[src/rtl/stopwatch_key_ctrl_if.sv]
// Key and run-control signal bundle between the DE1-SoC key inputs and the
// stopwatch counter/display block.
interface stopwatch_key_ctrl_if;
  logic       key_reset_n;
  logic       key_start_pause_n;
  logic       key_display_stop_n;
  logic [2:0] key_level;
  logic       clr_pulse;
  logic       start_pause_pulse;
  logic       display_stop_pulse;
  logic       counter_work;
  logic       display_work;

  modport master (
    output key_reset_n, key_start_pause_n, key_display_stop_n,
    input  key_level, clr_pulse, start_pause_pulse, display_stop_pulse,
    input  counter_work, display_work
  );

  modport slave (
    input  key_reset_n, key_start_pause_n, key_display_stop_n,
    output key_level, clr_pulse, start_pause_pulse, display_stop_pulse,
    output counter_work, display_work
  );
endinterface

[src/rtl/stopwatch_key_ctrl.sv]
// Synchronises and debounces the three board keys, emits press pulses and
// keeps the stopwatch run (counter_work) and display-follow (display_work) state.
module stopwatch_key_ctrl #(
  parameter int DEBOUNCE_CYCLES = 1000000,
  parameter int CNT_W           = 20
) (
  input  logic                 clk,
  input  logic                 reset,
  stopwatch_key_ctrl_if.slave  kbus
);

  localparam logic [CNT_W-1:0] TERM = CNT_W'(DEBOUNCE_CYCLES - 1);

  logic [2:0]       w_raw_n;
  logic [2:0]       w_sp;
  logic [2:0]       r_sync1;
  logic [2:0]       r_sync2;
  logic [CNT_W-1:0] r_cnt [3];
  logic [2:0]       r_level;
  logic [2:0]       r_pulse;
  logic             r_counter_work;
  logic             r_display_work;
  logic             w_counter_work_nxt;
  logic             w_display_work_nxt;

  assign w_raw_n = {kbus.key_display_stop_n, kbus.key_start_pause_n, kbus.key_reset_n};
  assign w_sp    = ~r_sync2;

  // Two-flop synchronisers; idle level is released (1).
  always_ff @(posedge clk or posedge reset) begin
    if (reset) begin
      r_sync1 <= 3'b111;
      r_sync2 <= 3'b111;
    end else begin
      r_sync1 <= w_raw_n;
      r_sync2 <= r_sync1;
    end
  end

  // Per-key debounce; a level is accepted only after DEBOUNCE_CYCLES
  // consecutive disagreeing samples, and a 0->1 acceptance yields the pulse.
  always_ff @(posedge clk or posedge reset) begin
    if (reset) begin
      r_level <= 3'b000;
      r_pulse <= 3'b000;
      for (int i = 0; i < 3; i++) r_cnt[i] <= '0;
    end else begin
      for (int i = 0; i < 3; i++) begin
        r_pulse[i] <= 1'b0;
        if (w_sp[i] == r_level[i]) begin
          r_cnt[i] <= '0;
        end else if (r_cnt[i] == TERM) begin
          r_cnt[i]   <= '0;
          r_level[i] <= w_sp[i];
          r_pulse[i] <= w_sp[i];
        end else begin
          r_cnt[i] <= r_cnt[i] + CNT_W'(1);
        end
      end
    end
  end

  // Run-control next state; clear beats start/pause beats display-stop.
  always_comb begin
    w_counter_work_nxt = r_counter_work;
    w_display_work_nxt = r_display_work;
    if (r_pulse[0]) begin
      w_counter_work_nxt = 1'b0;
      w_display_work_nxt = 1'b1;
    end else if (r_pulse[1]) begin
      w_counter_work_nxt = ~r_counter_work;
      if (!r_counter_work) w_display_work_nxt = 1'b1;
    end else if (r_pulse[2] && r_counter_work) begin
      w_display_work_nxt = ~r_display_work;
    end
  end

  always_ff @(posedge clk or posedge reset) begin
    if (reset) begin
      r_counter_work <= 1'b0;
      r_display_work <= 1'b1;
    end else begin
      r_counter_work <= w_counter_work_nxt;
      r_display_work <= w_display_work_nxt;
    end
  end

  assign kbus.key_level          = r_level;
  assign kbus.clr_pulse          = r_pulse[0];
  assign kbus.start_pause_pulse  = r_pulse[1];
  assign kbus.display_stop_pulse = r_pulse[2];
  assign kbus.counter_work       = r_counter_work;
  assign kbus.display_work       = r_display_work;

endmodule

[src/flat_wrapper.sv]
// flat-port wrapper written by rule: the top's interface ports become plain ports
module stopwatch_key_ctrl_flat 
#(
  parameter int DEBOUNCE_CYCLES = 1000000,
  parameter int CNT_W           = 20
)
  (clk, reset, kbus_key_reset_n, kbus_key_start_pause_n, kbus_key_display_stop_n, kbus_key_level, kbus_clr_pulse, kbus_start_pause_pulse, kbus_display_stop_pulse, kbus_counter_work, kbus_display_work);
  stopwatch_key_ctrl_if kbus_i ();
  input  logic clk;
  input  logic reset;
  input wire logic [$bits(kbus_i.key_reset_n)-1:0] kbus_key_reset_n;
  input wire logic [$bits(kbus_i.key_start_pause_n)-1:0] kbus_key_start_pause_n;
  input wire logic [$bits(kbus_i.key_display_stop_n)-1:0] kbus_key_display_stop_n;
  output wire logic [$bits(kbus_i.key_level)-1:0] kbus_key_level;
  output wire logic [$bits(kbus_i.clr_pulse)-1:0] kbus_clr_pulse;
  output wire logic [$bits(kbus_i.start_pause_pulse)-1:0] kbus_start_pause_pulse;
  output wire logic [$bits(kbus_i.display_stop_pulse)-1:0] kbus_display_stop_pulse;
  output wire logic [$bits(kbus_i.counter_work)-1:0] kbus_counter_work;
  output wire logic [$bits(kbus_i.display_work)-1:0] kbus_display_work;
  assign kbus_i.key_reset_n = kbus_key_reset_n;
  assign kbus_i.key_start_pause_n = kbus_key_start_pause_n;
  assign kbus_i.key_display_stop_n = kbus_key_display_stop_n;
  assign kbus_key_level = kbus_i.key_level;
  assign kbus_clr_pulse = kbus_i.clr_pulse;
  assign kbus_start_pause_pulse = kbus_i.start_pause_pulse;
  assign kbus_display_stop_pulse = kbus_i.display_stop_pulse;
  assign kbus_counter_work = kbus_i.counter_work;
  assign kbus_display_work = kbus_i.display_work;
  stopwatch_key_ctrl #(.DEBOUNCE_CYCLES(DEBOUNCE_CYCLES), .CNT_W(CNT_W)) u_core (.clk(clk), .reset(reset), .kbus(kbus_i));
endmodule
[config.mk]
export PLATFORM = sky130hd
export DESIGN_NAME = stopwatch_key_ctrl_flat
export DESIGN_NICKNAME = d
export VERILOG_FILES = /design/src/rtl/stopwatch_key_ctrl_if.sv /design/src/rtl/stopwatch_key_ctrl.sv /design/src/flat_wrapper.sv
export SDC_FILE = /design/constraint.sdc
export NUM_CORES = 1
export LEC_CHECK = 0
export CORE_MARGIN = 1.5
export CORE_UTILIZATION = 30
export CTS_CLUSTER_SIZE = 40
export DETAILED_ROUTE_END_ITERATION = 12
export DONT_BUFFER_PORTS = 1
export HOLD_SLACK_MARGIN = 0.06
export PLACE_DENSITY = 0.47
export SETUP_SLACK_MARGIN = 0.3
export SYNTH_ARGS = -nofsm -noshare
export SYNTH_HDL_FRONTEND = slang
export SYNTH_SLANG_ARGS = --single-unit
[constraint.sdc]
create_clock -name clk -period 6.1 [get_ports clk]
set_input_delay 0.61 -clock clk [delete_from_list [all_inputs] [get_ports clk]]
set_output_delay 0.61 -clock clk [all_outputs]
set_load 0.01 [all_outputs]
==> results.md <==
Worst setup path:
- In this run the worst path has a maximum fanout of 12.
- The startpoint identified for the worst register-to-register timing path is u_core.r_cnt[22].
- The critical path launch point type is a flip-flop.
- STA classifies the critical path endpoint as a flip-flop.
- The length in cells of the worst reg-to-reg path is 5.
- The type of the worst setup path is reg -> reg.
- At the worst endpoint, the required time is 6310 ps.
- The first element of the critical path is u_core.r_cnt[22].
- On the worst path, the slowest cell contributes a delay of 600 ps.
- On the critical path, the stage with the largest delay is an instance of sky130_fd_sc_hd__o21ai_1.
- STA puts the critical path data arrival time at 2370 ps.
- Walking the worst path, the cells encountered are and4_1 -> nand2_1 -> o21ai_1 -> buf_4 -> nor2_1.

Place:
- The routability congestion estimate from global placement is 0.751.
- OpenSTA, run right after detailed placement, puts the worst setup slack at 3940 ps.
- Detailed placement finished with a half-perimeter wire length of 4510 um.
- The standard cell area after detailed placement is 3670 um2.
- Buffers placed on the I/O ports in this run total 0.
- The number of cells in the design after placement is 485.

Layout:
- Once layout is done, the placed cells without fillers occupy 4000 um2.
- The number of fill cells in the layout is 1183.
- The number of standard cells in the layout, taps in and fillers out is 501.
- The most common library cell in the layout ignoring fill and taps is sky130_fd_sc_hd__dfrtp_1.
- The layout cell share with drive strength beyond 1 is 0.103.
- The top cell types in the final layout, fill and taps aside, are 67 x sky130_fd_sc_hd__dfrtp_1, 42 x sky130_fd_sc_hd__nor2_1, 25 x sky130_fd_sc_hd__nand3_1.
- The total inserted antenna cells is 0.
- The net count of the finished layout is 361.
- Relative to the synthesized area, the layout overhead comes to 13.7%.

Floorplanning:
- The die span in x is 111 um.
- 13 I/O pins were placed.
- The die covers 12400 um2.
- The initial utilization of the core area, before any placement, comes to 0.308.
- The total area inside the core boundary comes to 11400 um2.
- Measured along the y axis, the die boundary spans 111 um.
- The number of core rows is 39.

Synthesis:
- The main flop type after synthesis is sky130_fd_sc_hd__dfrtp_1.
- The number of synthesized register bits is 74.
- The biggest area consumer among synthesized cells is sky130_fd_sc_hd__dfrtp_1.
- During synthesis, Yosys emitted a total of 0 warnings.
- The synthesized net count is 357.
- The post-synthesis instance area is 3510 um2.
- The count of flip-flops with a built-in enable after synthesis is 0.
- By area the synthesized netlist is led by sky130_fd_sc_hd__dfrtp_1 48%, sky130_fd_sc_hd__xnor2_1 5.5%, sky130_fd_sc_hd__dfstp_2 5.2%.
- The cell count after synthesis is 349.
- The share of synthesized area in the top cell type comes to 0.477.
- The number of distinct library cell variants in the gate-level netlist after synthesis is 40.
- The register area share after synthesis is 0.530.
- The fraction of registers with async set or reset after synthesis is 1.00.
- The mean instance size in the synthesized netlist is 10.1 um2.

Drt:
- The final routed DRC violation total is 0.
- The violation count after the first detailed-routing iteration is 78.
- Detailed routing inserted a total of 2534 vias.
- The final layout contains routed wiring with a total length of 6720 um.
- The average via count per standard cell is 5.06.
- The length of the first detailed-routing pass in iterations is 4.
- The average routed wire per standard cell is 13.4 um.
- The count of nets left with antenna violations once routing finished came out at 0.

Timing:
- The total setup violations reported at the end of the flow is 0.
- The worst-case headroom to the max-slew limit is 0.373.
- The fraction of the cycle the final worst path needs is 0.354.
- Across the routed clock network, the largest skew measured is 9.00 ps.
- The worst path meets setup with 3940 ps of slack.
- The count of final max-slew check failures is 0.
- Derived from the worst setup path, the maximum achievable clock frequency is 0.464 GHz.
- The actual slew at the worst max-slew pin is 941 ps.
- The time the worst path needs with I/O delays and setup is 2160 ps.
- The number of hold violations in the final report is 0.
- Setup repair after global routing left no endpoint under its margin.
- The sum of negative setup slack is 0 ps.

Clocking:
- TritonCTS built the clock tree.
- The H-tree depth reported by CTS is 3.
- The number of hold buffers added after CTS was 0.
- The clock-pin slew of the registers on the worst-case setup and hold paths is 60 ps.
- In this run, post-CTS repair resized a total of 0 instances.
- The total setup buffers inserted after CTS is 0.
- The clock latency of the later-clocked register in the worst-skew pair is 330 ps.
- The clock sink count is 74.
- The number of buffers on the longest clock path is 2.
- In this run the clock root is driven by a sky130_fd_sc_hd__clkbuf_16.
- Buffers inserted during clock tree synthesis total 9.

Global route:
- The via count of the first global-routing pass is 2473.
- The wire length of the first global-routing pass is 11800 um.
- The global-route congestion overflow total is 0.
- For this run, the total global-route usage over all layers was measured as 0.118.
- The initial antenna violation count is 0.
- The largest net degree at the start of global routing is 75.

Flow run:
- The tool flagged a number of max-cap violations equal to 0.

Min path:
- The path type of the worst min-delay path is in -> reg.
- The startpoint of the tightest hold check path is kbus_key_display_stop_n.
- The worst hold path was traced through 0 stages.

Outcome:
- The run finished with clean final reports.

Pwr:
- The worst voltage drop across the vdd grid is 0.000136 V.
- In this run the power density over the cells is 279 nW/um2.
- The leakage power total is 1.54 nW.
cell families after synthesis:
group           Yosys count  synth area share
simple gates            162             0.248
flops                    74             0.530
compound gates           47            0.0823
xor+xnor                 40            0.0997
buf+inv                  22            0.0267
fa+ha+maj                 3            0.0107
mux                       1           0.00285
per-stage QoR:
stage | power, mW | hold WS (ps) | util
6_report | 1.11 | 270 | 0.350
5_1_grt | 1.16 | 249 | 0.350
4_1_cts | 1.13 | 254 | 0.350
3_5_place_dp | 0.545 | 349 | 0.321
3_3_place_gp | 0.545 | 347 | 0.321
2_1_floorplan | 0.536 | 345 | -
state kept, by name (all words and copies together), names as in the netlist:
name,cells
u_core.r_cnt,60
u_core.r_sync2,3
u_core.r_pulse,3
u_core.kbus.key_level,3
u_core.kbus.display_work,1
u_core.kbus.counter_work,1
u_core.r_sync1,3
path summary, 6_finish.rpt:
path	end	slack, ps
max	u_core.r_cnt[31]	3940
min	u_core.r_sync1[2]	270
max reg2reg	u_core.r_cnt[31]	3940
min reg2reg	u_core.r_sync2[1]	350
max in group asynchronous	u_core.r_cnt[13]	5050
min in group asynchronous	u_core.r_cnt[58]	450
final cells by class:
type | instances | area, um2 | area share
Clock inverter | 6 | 88.8 | 0.0222
Multi-Input combinational cell | 253 | 1560 | 0.390
Timing Repair Buffer | 3 | 22.5 | 0.00564
Clock buffer | 10 | 239 | 0.0598
Inverter | 12 | 46.3 | 0.0116
Sequential cell | 74 | 1860 | 0.466
Tap cell | 143 | 179 | 0.0448
report_power, final:
part           switching, mW  internal [mW]
Clock                  0.210          0.370
Sequential           0.00657          0.500
Combinational         0.0213        0.00744
critical path: cells and delay by family, from the launching register on:
| kind | cells | cell delay, ps |
|---|---|---|
| simple gates | 3 | 700 |
| compound gates | 1 | 600 |
| flops | 1 | 430 |
| buf+inv | 1 | 300 |
synthesized netlist by cell type (7+ instances only):
library cell              count
sky130_fd_sc_hd__dfrtp_1     67
sky130_fd_sc_hd__nor2_1      42
sky130_fd_sc_hd__nand3_1     25
sky130_fd_sc_hd__xnor2_1     22
sky130_fd_sc_hd__a21oi_1     18
sky130_fd_sc_hd__nand2_1     18
sky130_fd_sc_hd__xor2_1      18
sky130_fd_sc_hd__nand4_1     15
sky130_fd_sc_hd__o21ai_0     13
sky130_fd_sc_hd__inv_1       12
sky130_fd_sc_hd__o31ai_1     11
sky130_fd_sc_hd__or4_1       11
sky130_fd_sc_hd__or3_1        9
sky130_fd_sc_hd__nor3_1       8
sky130_fd_sc_hd__nor4_1       8
sky130_fd_sc_hd__dfstp_2      7
layer usage:
layer  routed length (um)  GRT usage  up-vias  share of wire
li1                     -          -     1259              -
met2                 3070      0.186       20           0.46
met3                  239     0.0394        6          0.036
met4                   67     0.0439        0          0.010
met5                    0          0        -              0
met1                 3340      0.151     1249           0.50
No activity file was read; power rests on OpenSTA's default activity.
